===== config.mk =====
export PLATFORM = sky130hd
export DESIGN_NAME = clut_rle_encoder_flat
export DESIGN_NICKNAME = d
export VERILOG_FILES = /design/src/rtl/clut_rle_encoder_if.sv /design/src/rtl/clut_rle_encoder.sv /design/src/flat_wrapper.sv
export SDC_FILE = /design/constraint.sdc
export NUM_CORES = 1
export LEC_CHECK = 0
export BUFFER_PORTS_ARGS = -buffer_cell sky130_fd_sc_hd__buf_2
export CORE_MARGIN = 1
export CORE_UTILIZATION = 25
export DETAILED_ROUTE_END_ITERATION = 7
export PLACE_DENSITY = 0.44
export SYNTH_ARGS = -nofsm -noshare
export SYNTH_HDL_FRONTEND = slang
export SYNTH_SLANG_ARGS = --single-unit

===== constraint.sdc =====
create_clock -name clk -period 4.15 [get_ports clk]
set_clock_uncertainty 0.2 [all_clocks]
set_input_delay 0.415 -clock clk [delete_from_list [all_inputs] [get_ports clk]]
set_output_delay 0.415 -clock clk [all_outputs]
set_load 0.02 [all_outputs]

===== src/rtl/clut_rle_encoder_if.sv =====
// Pixel stream handshake bundle for the CLUT7 RLE encoder.
//   src_pixel/src_write -> encoder, src_strobe <- encoder (pixel accepted)
//   dst_pixel/dst_write <- encoder, dst_strobe -> encoder (byte accepted)
// slave  : the encoder side
// master : the producer/consumer side (pixel source and byte sink)
interface clut_rle_encoder_if;
   logic [7:0] src_pixel;
   logic       src_write;
   logic       src_strobe;
   logic [7:0] dst_pixel;
   logic       dst_write;
   logic       dst_strobe;

   modport slave (
      input  src_pixel, src_write, dst_strobe,
      output src_strobe, dst_pixel, dst_write
   );

   modport master (
      output src_pixel, src_write, dst_strobe,
      input  src_strobe, dst_pixel, dst_write
   );
endinterface


===== src/rtl/clut_rle_encoder.sv =====
// CLUT7 run-length encoder. Accepts one line of 7-bit CLUT indices and emits
// the CD-i RLE byte stream: single pixel {0,p}, or run {1,p} + count byte
// (1..MAX_RUN, 0 = repeat to end of line).
// Ports:
//   clk          system clock
//   reset_n      asynchronous active-low reset
//   st           line length select (1: LINE_ST, 0: LINE_NORMAL), taken at line start
//   passthrough  1: dst mirrors src combinationally, encoder held idle
//   bus          src/dst pixel handshake (slave side)
//
// state       | meaning
// ------------+-------------------------------------------------------------
// ACCUM       | accepting pixels, growing the current run
// EMIT_CODE   | presenting run code byte {1,p}
// EMIT_COUNT  | presenting run count byte (0 when run reaches end of line)
// EMIT_SINGLE | presenting single pixel byte {0,p}
module clut_rle_encoder #(
   parameter int LINE_NORMAL = 384,
   parameter int LINE_ST     = 360,
   parameter int MAX_RUN     = 255
) (
   input  logic                 clk,
   input  logic                 reset_n,
   input  logic                 st,
   input  logic                 passthrough,
   clut_rle_encoder_if.slave    bus
);

   typedef enum logic [1:0] {ACCUM, EMIT_CODE, EMIT_COUNT, EMIT_SINGLE} state_t;

   localparam logic [8:0] NORMAL_M1 = 9'(LINE_NORMAL - 1);
   localparam logic [8:0] ST_M1     = 9'(LINE_ST - 1);
   localparam logic [8:0] MAX_RUN_L = 9'(MAX_RUN);
   localparam logic [7:0] MAX_RUN_B = 8'(MAX_RUN);

   state_t     state, state_nxt;
   logic [6:0] run_pix, run_pix_nxt;
   logic [8:0] run_len, run_len_nxt;
   logic       run_vld, run_vld_nxt;
   logic       run_eol, run_eol_nxt;
   logic [6:0] pend_pix, pend_pix_nxt;
   logic       pend_vld, pend_vld_nxt;
   logic       pend_eol, pend_eol_nxt;
   logic [8:0] pix_left, pix_left_nxt;

   logic [7:0] cnt;
   logic [8:0] rem;
   logic [6:0] q;

   assign q   = bus.src_pixel[6:0];
   assign cnt = (run_len > MAX_RUN_L) ? MAX_RUN_B : run_len[7:0];
   assign rem = run_len - {1'b0, cnt};

   always_ff @(posedge clk or negedge reset_n) begin
      if (!reset_n) begin
         state    <= ACCUM;
         run_pix  <= '0;
         run_len  <= '0;
         run_vld  <= 1'b0;
         run_eol  <= 1'b0;
         pend_pix <= '0;
         pend_vld <= 1'b0;
         pend_eol <= 1'b0;
         pix_left <= '0;
      end else begin
         state    <= state_nxt;
         run_pix  <= run_pix_nxt;
         run_len  <= run_len_nxt;
         run_vld  <= run_vld_nxt;
         run_eol  <= run_eol_nxt;
         pend_pix <= pend_pix_nxt;
         pend_vld <= pend_vld_nxt;
         pend_eol <= pend_eol_nxt;
         pix_left <= pix_left_nxt;
      end
   end

   always_comb begin
      logic last;
      logic done;
      state_nxt    = state;
      run_pix_nxt  = run_pix;
      run_len_nxt  = run_len;
      run_vld_nxt  = run_vld;
      run_eol_nxt  = run_eol;
      pend_pix_nxt = pend_pix;
      pend_vld_nxt = pend_vld;
      pend_eol_nxt = pend_eol;
      pix_left_nxt = pix_left;
      last         = (pix_left == 9'd1);
      done         = 1'b0;

      if (passthrough) begin
         state_nxt    = ACCUM;
         run_len_nxt  = '0;
         run_vld_nxt  = 1'b0;
         run_eol_nxt  = 1'b0;
         pend_vld_nxt = 1'b0;
         pend_eol_nxt = 1'b0;
         pix_left_nxt = '0;
      end else begin
         unique case (state)
            ACCUM: begin
               if (bus.src_write) begin
                  pix_left_nxt = (pix_left == 9'd0) ? (st ? ST_M1 : NORMAL_M1)
                                                    : pix_left - 9'd1;
                  if (!run_vld) begin
                     run_pix_nxt = q;
                     run_len_nxt = 9'd1;
                     run_vld_nxt = 1'b1;
                     if (last) begin
                        run_eol_nxt = 1'b1;
                        state_nxt   = EMIT_SINGLE;
                     end
                  end else if (q == run_pix) begin
                     run_len_nxt = run_len + 9'd1;
                     if (last) begin
                        run_eol_nxt = 1'b1;
                        state_nxt   = EMIT_CODE;
                     end
                  end else begin
                     // old run goes out first; a differing last pixel rides in pending
                     pend_pix_nxt = q;
                     pend_vld_nxt = 1'b1;
                     pend_eol_nxt = last;
                     run_eol_nxt  = 1'b0;
                     state_nxt    = (run_len == 9'd1) ? EMIT_SINGLE : EMIT_CODE;
                  end
               end
            end
            EMIT_CODE: begin
               if (bus.dst_strobe) state_nxt = EMIT_COUNT;
            end
            EMIT_COUNT: begin
               if (bus.dst_strobe) begin
                  if (run_eol) begin
                     done = 1'b1;
                  end else begin
                     run_len_nxt = rem;
                     if (rem >= 9'd2)      state_nxt = EMIT_CODE;
                     else if (rem == 9'd1) state_nxt = EMIT_SINGLE;
                     else                  done = 1'b1;
                  end
               end
            end
            EMIT_SINGLE: begin
               if (bus.dst_strobe) done = 1'b1;
            end
            default: state_nxt = ACCUM;
         endcase

         if (done) begin
            if (pend_vld) begin
               run_pix_nxt  = pend_pix;
               run_len_nxt  = 9'd1;
               run_vld_nxt  = 1'b1;
               run_eol_nxt  = pend_eol;
               pend_vld_nxt = 1'b0;
               pend_eol_nxt = 1'b0;
               state_nxt    = pend_eol ? EMIT_SINGLE : ACCUM;
            end else begin
               run_vld_nxt = 1'b0;
               run_len_nxt = '0;
               run_eol_nxt = 1'b0;
               state_nxt   = ACCUM;
            end
         end
      end
   end

   // reset gates the outputs directly since ACCUM would otherwise echo src_write
   always_comb begin
      bus.src_strobe = 1'b0;
      bus.dst_write  = 1'b0;
      bus.dst_pixel  = '0;
      if (reset_n) begin
         if (passthrough) begin
            bus.src_strobe = bus.dst_strobe;
            bus.dst_write  = bus.src_write;
            bus.dst_pixel  = bus.src_pixel;
         end else begin
            unique case (state)
               ACCUM:       bus.src_strobe = bus.src_write;
               EMIT_CODE:   begin bus.dst_write = 1'b1; bus.dst_pixel = {1'b1, run_pix}; end
               EMIT_COUNT:  begin bus.dst_write = 1'b1; bus.dst_pixel = run_eol ? 8'h00 : cnt; end
               EMIT_SINGLE: begin bus.dst_write = 1'b1; bus.dst_pixel = {1'b0, run_pix}; end
               default:     bus.src_strobe = 1'b0;
            endcase
         end
      end
   end

endmodule

===== src/flat_wrapper.sv =====
// flat-port wrapper written by rule: the top's interface ports become plain ports
module clut_rle_encoder_flat 
#(
   parameter int LINE_NORMAL = 384,
   parameter int LINE_ST     = 360,
   parameter int MAX_RUN     = 255
)
  (clk, reset_n, st, passthrough, bus_src_pixel, bus_src_write, bus_dst_strobe, bus_src_strobe, bus_dst_pixel, bus_dst_write);
  clut_rle_encoder_if bus_i ();
  input  logic clk;
  input  logic reset_n;
  input  logic st;
  input  logic passthrough;
  input wire logic [$bits(bus_i.src_pixel)-1:0] bus_src_pixel;
  input wire logic [$bits(bus_i.src_write)-1:0] bus_src_write;
  input wire logic [$bits(bus_i.dst_strobe)-1:0] bus_dst_strobe;
  output wire logic [$bits(bus_i.src_strobe)-1:0] bus_src_strobe;
  output wire logic [$bits(bus_i.dst_pixel)-1:0] bus_dst_pixel;
  output wire logic [$bits(bus_i.dst_write)-1:0] bus_dst_write;
  assign bus_i.src_pixel = bus_src_pixel;
  assign bus_i.src_write = bus_src_write;
  assign bus_i.dst_strobe = bus_dst_strobe;
  assign bus_src_strobe = bus_i.src_strobe;
  assign bus_dst_pixel = bus_i.dst_pixel;
  assign bus_dst_write = bus_i.dst_write;
  clut_rle_encoder #(.LINE_NORMAL(LINE_NORMAL), .LINE_ST(LINE_ST), .MAX_RUN(MAX_RUN)) u_core (.clk(clk), .reset_n(reset_n), .st(st), .passthrough(passthrough), .bus(bus_i));
endmodule

==> results.json <==
{
  "layout.nets": 412,
  "status": "finished, violations left",
  "synth_xor_area_frac": 0.0377,
  "period_needed_ps": 3880,
  "synthFlopType": "dfrtp_1",
  "rsz0062_at_grt": "false",
  "rrSetupSlack_ps": 270,
  "wire_per_inst_um": 16.6,
  "reg2reg_depth": 15,
  "area_growth_pct": 14.4,
  "setup_viol": 0,
  "synth_cells": 364,
  "layout-drive-gt1-share": 0.171,
  "dieArea_um2": 12500,
  "yosysMostFrequentCell": "nor2_1",
  "wl_mm": 8.77,
  "clock.fmax_mhz": 258,
  "routed_via_density": 5.28,
  "grt_max_degree": 35,
  "yosys-mux-area-fraction": 0.0459,
  "via_count": 2790,
  "regToRegEndpoint": "u_core.run_pix[6]$_DFFE_PN0N_",
  "p_leak_nw": 1.51,
  "worst_setup_path_end_kind": "register",
  "cp_max_fo": 8,
  "rows": 39,
  "netlist_top_cells_count": "nor2_1, dfrtp_1, nand2_1",
  "slew_violations": 0,
  "drc": 3,
  "arrival_ps": 3840,
  "cp-start-kind": "register",
  "synthArstFlopShare": 1.00,
  "synth-compound-area-share": 0.233,
  "cap_violations": 0,
  "clkTransAtPathRegs_ps": 60,
  "reg2reg_from": "u_core.run_len[7]$_DFFE_PN0P_",
  "timing.slew.headroom": 0.469,
  "violations": "design-rule violations, negative hold slack",
  "firstDrtPassIters": 7,
  "dp.cells": 518,
  "ios": 24,
  "grt_pass1_vias": 2561,
  "clockRootBuffer": "clkbuf_16",
  "required_ps": 4120,
  "ys_warn_count": 0,
  "ctsHoldBuffers": 0,
  "num_antenna_cells": 0,
  "cts.path.max_buffers": 2,
  "port_buffers": 23,
  "grt_remaining_overflow": 0,
  "holdWs_ps": -18.7,
  "criticalPathCategory": "register to register",
  "die_w_um": 112,
  "tightestPinTransition_ps": 794,
  "dp_hpwl_mm": 6.33,
  "antenna_found_initial": 0,
  "clkSinkCount": 38,
  "synth_area_per_cell_um2": 8.30,
  "gp_congestion": 0.784,
  "cts_tree": "yes",
  "grt_pass1_wl_mm": 14.1,
  "synth_top_cell_by_area": "dfrtp_1",
  "ys_ff_latch": 38,
  "globalRouteTotalUtil": 0.142,
  "dieHeight_um": 112,
  "core_um2": 11600,
  "clkLatencyLatePin_ps": 280,
  "hold_path.class": "input pin to asynchronous set/reset pin",
  "layout.cells.non_filler": 528,
  "cts_buffers": 5,
  "synth_top_area_frac": 0.315,
  "netlist_area_um2": 3020,
  "htreeDepth": 2,
  "post-route-period-util": 0.934,
  "fin_tns_setup_ps": 0,
  "start_util": 0.260,
  "hold_viol_final": 23,
  "synthAdderAreaFrac": 0.0579,
  "ys_top_cells_by_area": "dfrtp_1, ha_1, nor2_1",
  "power_density_nw_per_um2": 528,
  "drtIter0Drc": 213,
  "synthSimpleGateAreaFrac": 0.243,
  "synth_top_family_by_area": "simple AND/OR/NAND/NOR gates",
  "antenna_left": 0,
  "peakVddDrop_mv": 0.206,
  "ys_seq_area_frac": 0.315,
  "yosysUniqueCellTypes": 58,
  "synth-edff-count": 0,
  "syn_nets": 392
}
[critical path, stage by stage (launching register included)]
cell and delay [ps]:
dfrtp_1 430, and4_1 290, and4_1 220, ha_1 200, nand2b_1 220, nor2_2 130
inv_1 50, ha_1 260, nor2_1 110, mux2i_1 100, a311oi_2 220, and4_1 280
a41o_1 270, and3_4 250, a21oi_2 120, a221o_1 400
[power breakdown]
| group | total, mW | internal, mW | switching (mW) |
|---|---|---|---|
| sequential | 0.595 | 0.488 | 0.107 |
| combinational | 0.832 | 0.332 | 0.501 |
| clock | 0.396 | 0.238 | 0.158 |
[state kept, by name, indices dropped and copies added (netlist names)]
signal           flops
u_core.pend_eol      1
u_core.pend_pix      7
u_core.pend_vld      1
u_core.pix_left      9
u_core.run_eol       1
u_core.run_len       9
u_core.run_pix       7
u_core.run_vld       1
u_core.state         2
[area by class of cell]
type / count / area, um2
Clock buffer: 6 / 139
Clock inverter: 2 / 12.5
Fill cell: 1244 / 8160
Inverter: 17 / 63.8
Multi-Input combinational cell: 283 / 1880
Sequential cell: 38 / 951
Tap cell: 143 / 179
Timing Repair Buffer: 39 / 235
[repair_timing]
item                       CTS  global route
gates resized for setup      0             2
setup buffers                0             2
setup endpoints to repair    0            10
[metal layers]
layer	vias to the layer above	global-route usage	wire length (um)	share of wire
met5	-	0	0	0
met2	80	0.219	3910	0.45
met3	6	0.0229	361	0.041
met4	0	0.0284	45	0.0051
met1	1334	0.208	4450	0.51
li1	1370	-	-	-
[cells by family after synthesis]
logic type	count (synthesis)
muxes	13
DFF	38
xor gates and xnor gates	13
adders and majority gates	14
buffers and inverters	43
AOI/OAI and AO/OA	100
and+or+nand+nor	143
[metrics by stage]
stage	instance area [um2]	utilization	hold slack (ps)	setup slack (ps)	power (mW)
final	3460	0.298	-18.7	272	1.82
after global routing	3460	0.298	35.4	10.1	1.96
after CTS	3430	0.296	10.4	155	1.83
after detailed placement	3280	0.283	288	162	1.43
after global placement	3280	0.283	284	260	1.44
after floorplan	3020	-	-80.6	402	1.20
[worst max path at each step]
stage	from	endpoint	slack [ps]	depth (start not counted)
2_1_floorplan	u_core.run_len[5]$_DFFE_PN0P_	u_core.run_pix[1]$_DFFE_PN0N_	400	17
3_3_place_gp	u_core.run_len[7]$_DFFE_PN0P_	u_core.run_pix[1]$_DFFE_PN0N_	260	15
3_5_place_dp	u_core.run_len[7]$_DFFE_PN0P_	u_core.run_pix[6]$_DFFE_PN0N_	160	15
4_1_cts	u_core.run_len[7]$_DFFE_PN0P_	u_core.run_pix[6]$_DFFE_PN0N_	150	15
5_1_grt	u_core.run_len[7]$_DFFE_PN0P_	u_core.run_pix[5]$_DFFE_PN0N_	10	15
6_report	u_core.run_len[7]$_DFFE_PN0P_	u_core.run_pix[6]$_DFFE_PN0N_	270	15
[cells in the final DEF, fill, tap and decap left out, types with 5 or more instances in the layout]
| cell type | count |
|---|---|
| a21oi_1 | 15 |
| a221o_1 | 8 |
| a22oi_1 | 7 |
| a31oi_1 | 9 |
| and3_1 | 9 |
| buf_2 | 23 |
| buf_4 | 16 |
| clkbuf_16 | 5 |
| dfrtp_1 | 38 |
| ha_1 | 14 |
| inv_1 | 17 |
| mux2_2 | 7 |
| mux2i_1 | 6 |
| nand2_1 | 28 |
| nand3_1 | 13 |
| nand4_1 | 5 |
| nor2_1 | 38 |
| nor2b_1 | 11 |
| nor3_1 | 13 |
| o21ai_0 | 20 |
| o31ai_1 | 9 |
| xor2_1 | 9 |
Note: power is estimated with default switching activity, not from simulation.
